### config.mk
export PLATFORM = sky130hd
export DESIGN_NAME = shift_arbiter_flat
export DESIGN_NICKNAME = d
export VERILOG_FILES = /design/src/rtl/shift_arbiter_if.sv /design/src/rtl/shift_arbiter.sv /design/src/flat_wrapper.sv
export SDC_FILE = /design/constraint.sdc
export NUM_CORES = 1
export LEC_CHECK = 0
export BUFFER_PORTS_ARGS = -buffer_cell sky130_fd_sc_hd__buf_2
export CAP_MARGIN = 20
export CORE_MARGIN = 2
export CORE_UTILIZATION = 45
export CTS_CLUSTER_SIZE = 16
export DETAILED_ROUTE_END_ITERATION = 8
export GPL_ROUTABILITY_DRIVEN = 0
export PLACE_DENSITY = 0.79
export SYNTH_ARGS = -nofsm -noshare
export SYNTH_HDL_FRONTEND = slang
export SYNTH_SLANG_ARGS = --single-unit
### constraint.sdc
create_clock -name CLK -period 3.1 [get_ports CLK]
set_input_delay 0.155 -clock CLK [delete_from_list [all_inputs] [get_ports CLK]]
set_output_delay 0.155 -clock CLK [all_outputs]
set_load 0.03 [all_outputs]
### src/rtl/shift_arbiter_if.sv
// ============================================================================
// shift_arbiter_if : bundle of the requester, shared-shifter and response
// signals of shift_arbiter. Rev 1.0
// ============================================================================
`default_nettype none

interface shift_arbiter_if;
  logic        Req0Valid;
  logic        Req1Valid;
  logic        Req0Ready;
  logic        Req1Ready;
  logic [1:0]  Req0Sh;
  logic [1:0]  Req1Sh;
  logic [4:0]  Req0Shamt5;
  logic [4:0]  Req1Shamt5;
  logic [31:0] Req0ShIn;
  logic [31:0] Req1ShIn;
  logic [1:0]  Sh;
  logic [4:0]  Shamt5;
  logic [31:0] ShIn;
  logic [31:0] ShOut;
  logic        RspValid;
  logic        RspId;
  logic [31:0] RspData;
  logic        RspReady;

  modport slave (
    input  Req0Valid, Req1Valid, Req0Sh, Req1Sh, Req0Shamt5, Req1Shamt5,
           Req0ShIn, Req1ShIn, ShOut, RspReady,
    output Req0Ready, Req1Ready, Sh, Shamt5, ShIn, RspValid, RspId, RspData
  );

  modport master (
    output Req0Valid, Req1Valid, Req0Sh, Req1Sh, Req0Shamt5, Req1Shamt5,
           Req0ShIn, Req1ShIn, ShOut, RspReady,
    input  Req0Ready, Req1Ready, Sh, Shamt5, ShIn, RspValid, RspId, RspData
  );
endinterface

`default_nettype wire

### src/rtl/shift_arbiter.sv
// ============================================================================
// shift_arbiter : two-requester round-robin front end for one shared
// combinational barrel shifter, with a single-entry response register.
// Optional macro SHIFT_ARB_BYPASS_EN : zero-amount shifts skip the SHIFT state.
// Rev 1.0
// ============================================================================
`default_nettype none

module shift_arbiter #(
  parameter bit PRIO_INIT = 1'b0
) (
  input  logic           CLK,
  input  logic           RESETn,
  shift_arbiter_if.slave bus
);

  localparam logic [1:0] S_IDLE  = 2'd0;
  localparam logic [1:0] S_SHIFT = 2'd1;
  localparam logic [1:0] S_RESP  = 2'd2;

  logic [1:0]  r_state;
  logic [1:0]  w_state_nxt;
  logic        r_run;
  logic        r_last;
  logic [1:0]  r_op_sh;
  logic [4:0]  r_op_shamt;
  logic [31:0] r_op_shin;
  logic        r_op_id;
  logic        r_rsp_id;
  logic [31:0] r_rsp_data;

  logic        w_gnt0;
  logic        w_gnt1;
  logic        w_xfer;
  logic        w_sel_id;
  logic [1:0]  w_sel_sh;
  logic [4:0]  w_sel_shamt;
  logic [31:0] w_sel_shin;
  logic        w_bypass;

  // r_run holds grants off until the first edge after reset release;
  // on a tie the requester that was not served last wins.
  assign w_gnt0 = r_run && (r_state == S_IDLE) && bus.Req0Valid &&
                  (!bus.Req1Valid || r_last);
  assign w_gnt1 = r_run && (r_state == S_IDLE) && bus.Req1Valid &&
                  (!bus.Req0Valid || !r_last);
  assign w_xfer      = w_gnt0 || w_gnt1;
  assign w_sel_id    = w_gnt1;
  assign w_sel_sh    = w_gnt1 ? bus.Req1Sh     : bus.Req0Sh;
  assign w_sel_shamt = w_gnt1 ? bus.Req1Shamt5 : bus.Req0Shamt5;
  assign w_sel_shin  = w_gnt1 ? bus.Req1ShIn   : bus.Req0ShIn;

`ifdef SHIFT_ARB_BYPASS_EN
  assign w_bypass = (w_sel_shamt == 5'd0);
`else
  assign w_bypass = 1'b0;
`endif

  always_ff @(posedge CLK or negedge RESETn) begin
    if (!RESETn) begin
      r_state <= S_IDLE;
    end else begin
      r_state <= w_state_nxt;
    end
  end

  always_comb begin
    w_state_nxt = r_state;
    case (r_state)
      S_IDLE:  if (w_xfer) w_state_nxt = w_bypass ? S_RESP : S_SHIFT;
      S_SHIFT: w_state_nxt = S_RESP;
      S_RESP:  if (bus.RspReady) w_state_nxt = S_IDLE;
      default: w_state_nxt = S_IDLE;
    endcase
  end

  always_comb begin
    bus.Req0Ready = w_gnt0;
    bus.Req1Ready = w_gnt1;
    bus.Sh        = 2'b00;
    bus.Shamt5    = 5'd0;
    bus.ShIn      = 32'd0;
    bus.RspValid  = (r_state == S_RESP);
    bus.RspId     = r_rsp_id;
    bus.RspData   = r_rsp_data;
    if (r_state == S_SHIFT) begin
      bus.Sh     = r_op_sh;
      bus.Shamt5 = r_op_shamt;
      bus.ShIn   = r_op_shin;
    end
  end

  always_ff @(posedge CLK or negedge RESETn) begin
    if (!RESETn) begin
      r_run      <= 1'b0;
      r_last     <= ~PRIO_INIT;
      r_op_sh    <= 2'b00;
      r_op_shamt <= 5'd0;
      r_op_shin  <= 32'd0;
      r_op_id    <= 1'b0;
      r_rsp_id   <= 1'b0;
      r_rsp_data <= 32'd0;
    end else begin
      r_run <= 1'b1;
      if (w_xfer) begin
        r_op_sh    <= w_sel_sh;
        r_op_shamt <= w_sel_shamt;
        r_op_shin  <= w_sel_shin;
        r_op_id    <= w_sel_id;
        r_last     <= w_sel_id;
        if (w_bypass) begin
          r_rsp_id   <= w_sel_id;
          r_rsp_data <= w_sel_shin;
        end
      end
      if (r_state == S_SHIFT) begin
        r_rsp_id   <= r_op_id;
        r_rsp_data <= bus.ShOut;
      end
    end
  end

endmodule

`default_nettype wire

### src/flat_wrapper.sv
// flat-port wrapper written by rule: the top's interface ports become plain ports
module shift_arbiter_flat 
#(
  parameter bit PRIO_INIT = 1'b0
)
  (CLK, RESETn, bus_Req0Valid, bus_Req1Valid, bus_Req0Sh, bus_Req1Sh, bus_Req0Shamt5, bus_Req1Shamt5, bus_Req0ShIn, bus_Req1ShIn, bus_ShOut, bus_RspReady, bus_Req0Ready, bus_Req1Ready, bus_Sh, bus_Shamt5, bus_ShIn, bus_RspValid, bus_RspId, bus_RspData);
  shift_arbiter_if bus_i ();
  input  logic CLK;
  input  logic RESETn;
  input wire logic [$bits(bus_i.Req0Valid)-1:0] bus_Req0Valid;
  input wire logic [$bits(bus_i.Req1Valid)-1:0] bus_Req1Valid;
  input wire logic [$bits(bus_i.Req0Sh)-1:0] bus_Req0Sh;
  input wire logic [$bits(bus_i.Req1Sh)-1:0] bus_Req1Sh;
  input wire logic [$bits(bus_i.Req0Shamt5)-1:0] bus_Req0Shamt5;
  input wire logic [$bits(bus_i.Req1Shamt5)-1:0] bus_Req1Shamt5;
  input wire logic [$bits(bus_i.Req0ShIn)-1:0] bus_Req0ShIn;
  input wire logic [$bits(bus_i.Req1ShIn)-1:0] bus_Req1ShIn;
  input wire logic [$bits(bus_i.ShOut)-1:0] bus_ShOut;
  input wire logic [$bits(bus_i.RspReady)-1:0] bus_RspReady;
  output wire logic [$bits(bus_i.Req0Ready)-1:0] bus_Req0Ready;
  output wire logic [$bits(bus_i.Req1Ready)-1:0] bus_Req1Ready;
  output wire logic [$bits(bus_i.Sh)-1:0] bus_Sh;
  output wire logic [$bits(bus_i.Shamt5)-1:0] bus_Shamt5;
  output wire logic [$bits(bus_i.ShIn)-1:0] bus_ShIn;
  output wire logic [$bits(bus_i.RspValid)-1:0] bus_RspValid;
  output wire logic [$bits(bus_i.RspId)-1:0] bus_RspId;
  output wire logic [$bits(bus_i.RspData)-1:0] bus_RspData;
  assign bus_i.Req0Valid = bus_Req0Valid;
  assign bus_i.Req1Valid = bus_Req1Valid;
  assign bus_i.Req0Sh = bus_Req0Sh;
  assign bus_i.Req1Sh = bus_Req1Sh;
  assign bus_i.Req0Shamt5 = bus_Req0Shamt5;
  assign bus_i.Req1Shamt5 = bus_Req1Shamt5;
  assign bus_i.Req0ShIn = bus_Req0ShIn;
  assign bus_i.Req1ShIn = bus_Req1ShIn;
  assign bus_i.ShOut = bus_ShOut;
  assign bus_i.RspReady = bus_RspReady;
  assign bus_Req0Ready = bus_i.Req0Ready;
  assign bus_Req1Ready = bus_i.Req1Ready;
  assign bus_Sh = bus_i.Sh;
  assign bus_Shamt5 = bus_i.Shamt5;
  assign bus_ShIn = bus_i.ShIn;
  assign bus_RspValid = bus_i.RspValid;
  assign bus_RspId = bus_i.RspId;
  assign bus_RspData = bus_i.RspData;
  shift_arbiter #(.PRIO_INIT(PRIO_INIT)) u_core (.CLK(CLK), .RESETn(RESETn), .bus(bus_i));
endmodule
==> impl_metrics.tcl <==
set metrics [dict create \
    ys_types 25 \
    clkLatencyLatePin_ns 0.35 \
    grt_pass1_vias 3177 \
    setup_viol 0 \
    hp-start "bus_ShOut[29]" \
    p_leak_nw 2.34 \
    first_pass_iters 5 \
    startpoint_type "flop" \
    core_um2 8090 \
    critPathMaxFanout 79 \
    cts_tree "done" \
    start_util_pct 45.9 \
    finalNetCount 645 \
    critical-path-top-delay-family "buffers and inverters" \
    swShare_pct 42.4 \
    postRouteAntennaNets 0 \
    fin_crit_sh_pct 74.8 \
    fillers 702 \
    syn_avg_cell_area_um2 10.3 \
    dpl.hpwl_um 6890 \
    path_class "flop to output pin" \
    synth-seq-cells 77 \
    synth-seq-area-share_pct 51.9 \
    status "finished clean" \
    slew-limit-headroom_pct 29.7 \
    critical_path.cell_chain "nor3b_4 > buf_4 > nand3_1 > inv_1 > buf_2" \
    viasPerCell 5.36 \
    pwr-share-clk_pct 19.2 \
    final.setup.tns_ns 0 \
    cts_root_buf "clkbuf_8" \
    arrival_ns 2.16 \
    cts_resized 0 \
    rsz0062_at_grt "no" \
    cts_made_buffers 9 \
    end_kind "output pin" \
    yosysWarnings 0 \
    drt_iter0_drc 201 \
    netlist_top_cells_area "dfrtp_1, mux2_1, and2_1" \
    core.rowCount 33 \
    drc 0 \
    grt_max_degree 80 \
    synth_top_cell_by_area "dfrtp_1" \
    register_area_um2 1930 \
    p_comb_share_pct 43.3 \
    slowest_stage "buf_4" \
    synth-edff-count 0 \
    io_pins 190 \
    fmax_ghz 0.431 \
    grt_first_pass_wirelength_um 15500 \
    cts.sinks 77 \
    hold_path.class "input port to flop" \
    p_switching_mw 1.91 \
    cp.buffers_inverters 3 \
    syn-num-nets 475 \
    seq_power_share_pct 37.5 \
    antenna_found_initial 0 \
    power_density_nw_per_um2 923 \
    r2r_slack_ns 1.16 \
    htreeDepth 3 \
    synth_flop_cell "dfrtp_1" \
    worstPathRequired_ns 2.94 \
    dieArea_um2 9010 \
    grt-ovfl-total 0 \
    async_reset_ff_share_pct 100 \
    internal-power_mw 2.60 \
    syn-cell-area_um2 3720 \
    vias 3430 \
    n_antenna_cell 0 \
    dieHeight_um 94.9 \
    multi_input_area_um2 1580 \
    dpl.cell_count 623 \
    synthCells 360 \
    cap_violations 0 \
    path_clk_slew_ns 0.09 \
    drive_gt1_share_pct 40.7 \
    synth.top_cell.area_share_pct 51.1 \
    grt_use_total_pct 22.3 \
    wl_per_cell_um 15.5 \
    crit_start "u_core.r_state[1]$_DFFE_PN0P_" \
    io_buffers 189 \
    maxSlewViolCount 0 \
    fin_skew_ns 0.00964 \
    stdcell_count 640 \
    rr_startpoint "u_core.r_last$_DFFE_PN1P_" \
    vdd_ir_drop_max_mv 0.389 \
    wl_um 9940 \
    tightest_slew_ns 1.05 \
    cts.path.max_buffers 2 \
    finalCriticalPeriod_ns 2.32 \
    critical-path-max-stage-delay_ns 0.62 \
    timing.final.hold_violations 0 \
    area_delta_synth_final_pct 31.6 \
    die_w_um 94.9 \
]
==> routing by layer <==
metal	vias to the layer above	track usage [%]	wire (µm)
met5	-	0	0
met4	0	8.09	172
met3	16	4.15	804
met2	166	35.8	4750
met1	1614	30.1	4210
li1	1634	-	-
==> power groups by stage <==
stage	combinational, mW	sequential (mW)	clock (mW)
2_1_floorplan	0.969	2.12	0
3_3_place_gp	1.93	1.68	0
3_5_place_dp	1.97	1.71	0
4_1_cts	1.98	1.69	0.887
5_1_grt	2.13	1.75	0.930
6_report	1.95	1.69	0.866
==> layout make-up <==
cell class	count	share of cell area, %
inverter	2	0.153
multi-input combinational	243	32.4
clock inverter	6	1.92
timing repair buffer	197	20.7
tap	105	2.68
sequential	77	39.4
clock buffer	10	2.81
==> worst paths after layout <==
kind                                                 endpoint  cells after the start
hold / removal             u_core.bus.RspData[29]$_DFFE_PN0N_                      2
setup / recovery                                bus_Req0Ready                      5
setup reg to reg             u_core.r_op_shamt[1]$_DFFE_PN0P_                      4
min in group asynchronous  u_core.bus.RspData[24]$_DFFE_PN0N_                      2
max in group asynchronous    u_core.r_op_shin[22]$_DFFE_PN0P_                      2
hold reg to reg             u_core.bus.RspData[9]$_DFFE_PN0N_                      1
==> state kept, by name, summed over array words and instances (netlist names) <==
name	count
u_core.bus.RspId	1
u_core.r_run	1
u_core.r_last	1
u_core.r_op_id	1
u_core.bus.RspData	32
u_core.r_op_sh	2
u_core.r_op_shamt	5
u_core.r_state	2
u_core.r_op_shin	32
==> cell usage in the layout (no fill, tap or decap), drive strengths merged <==
cell and instances:
conb 1, a21oi 39, a31oi 39, buf 196, a21o 3, dfstp 1
dfrtp 76, or3b 1, bufinv 2, a21bo 1, nand2b 1, mux2 33
nor2b 2, clkinvlp 1, nand3 40, or2 1, clkinv 1, dlygate4sd3 1
a21boi 1, nor2 1, nor3b 1, clkbuf 10, inv 4, and2 40
o21ai 39
==> synth_stat cells, drive strengths merged, types with 2 or more instances <==
cell    count
o21ai      39
clkbuf     13
nand3      40
and2       40
inv         2
dfrtp      76
a21oi      39
mux2       33
a21o        3
buf        25
nor2b       2
a31oi      39
==> cells by family (layout without fill, tap and decap cells) <==
family | count (synthesis) | after routing | share of synthesized area [%]
AOI/OAI and AO/OA | 122 | 122 | 18.4
and+or+nand+nor | 87 | 87 | 13.7
DFF | 77 | 77 | 51.9
buffers and inverters | 40 | 215 | 5.96
muxes | 33 | 33 | 9.99
other | 1 | 1 | 0.101
==> what timing repair did <==
action / 4_1_cts / 5_1_grt
hold buffers: 1 / 0
setup buffers: 0 / 0
hold endpoints to repair: 68 / 0
==> stage by stage <==
step                setup WS [ns]  hold WS [ns]  area [µm²]  power (mW)  util (%)
global route                0.597       0.00764        4890        4.81      60.5
finish                      0.781        0.0172        4890        4.51      60.5
global placement             1.17         0.355        4650        3.61      57.5
detailed placement           1.15         0.368        4650        3.68      57.5
CTS                         0.750       0.00242        4890        4.56      60.5
floorplan                    1.59        -0.141        3720        3.09         -
Power figures use the tool's default switching activity.
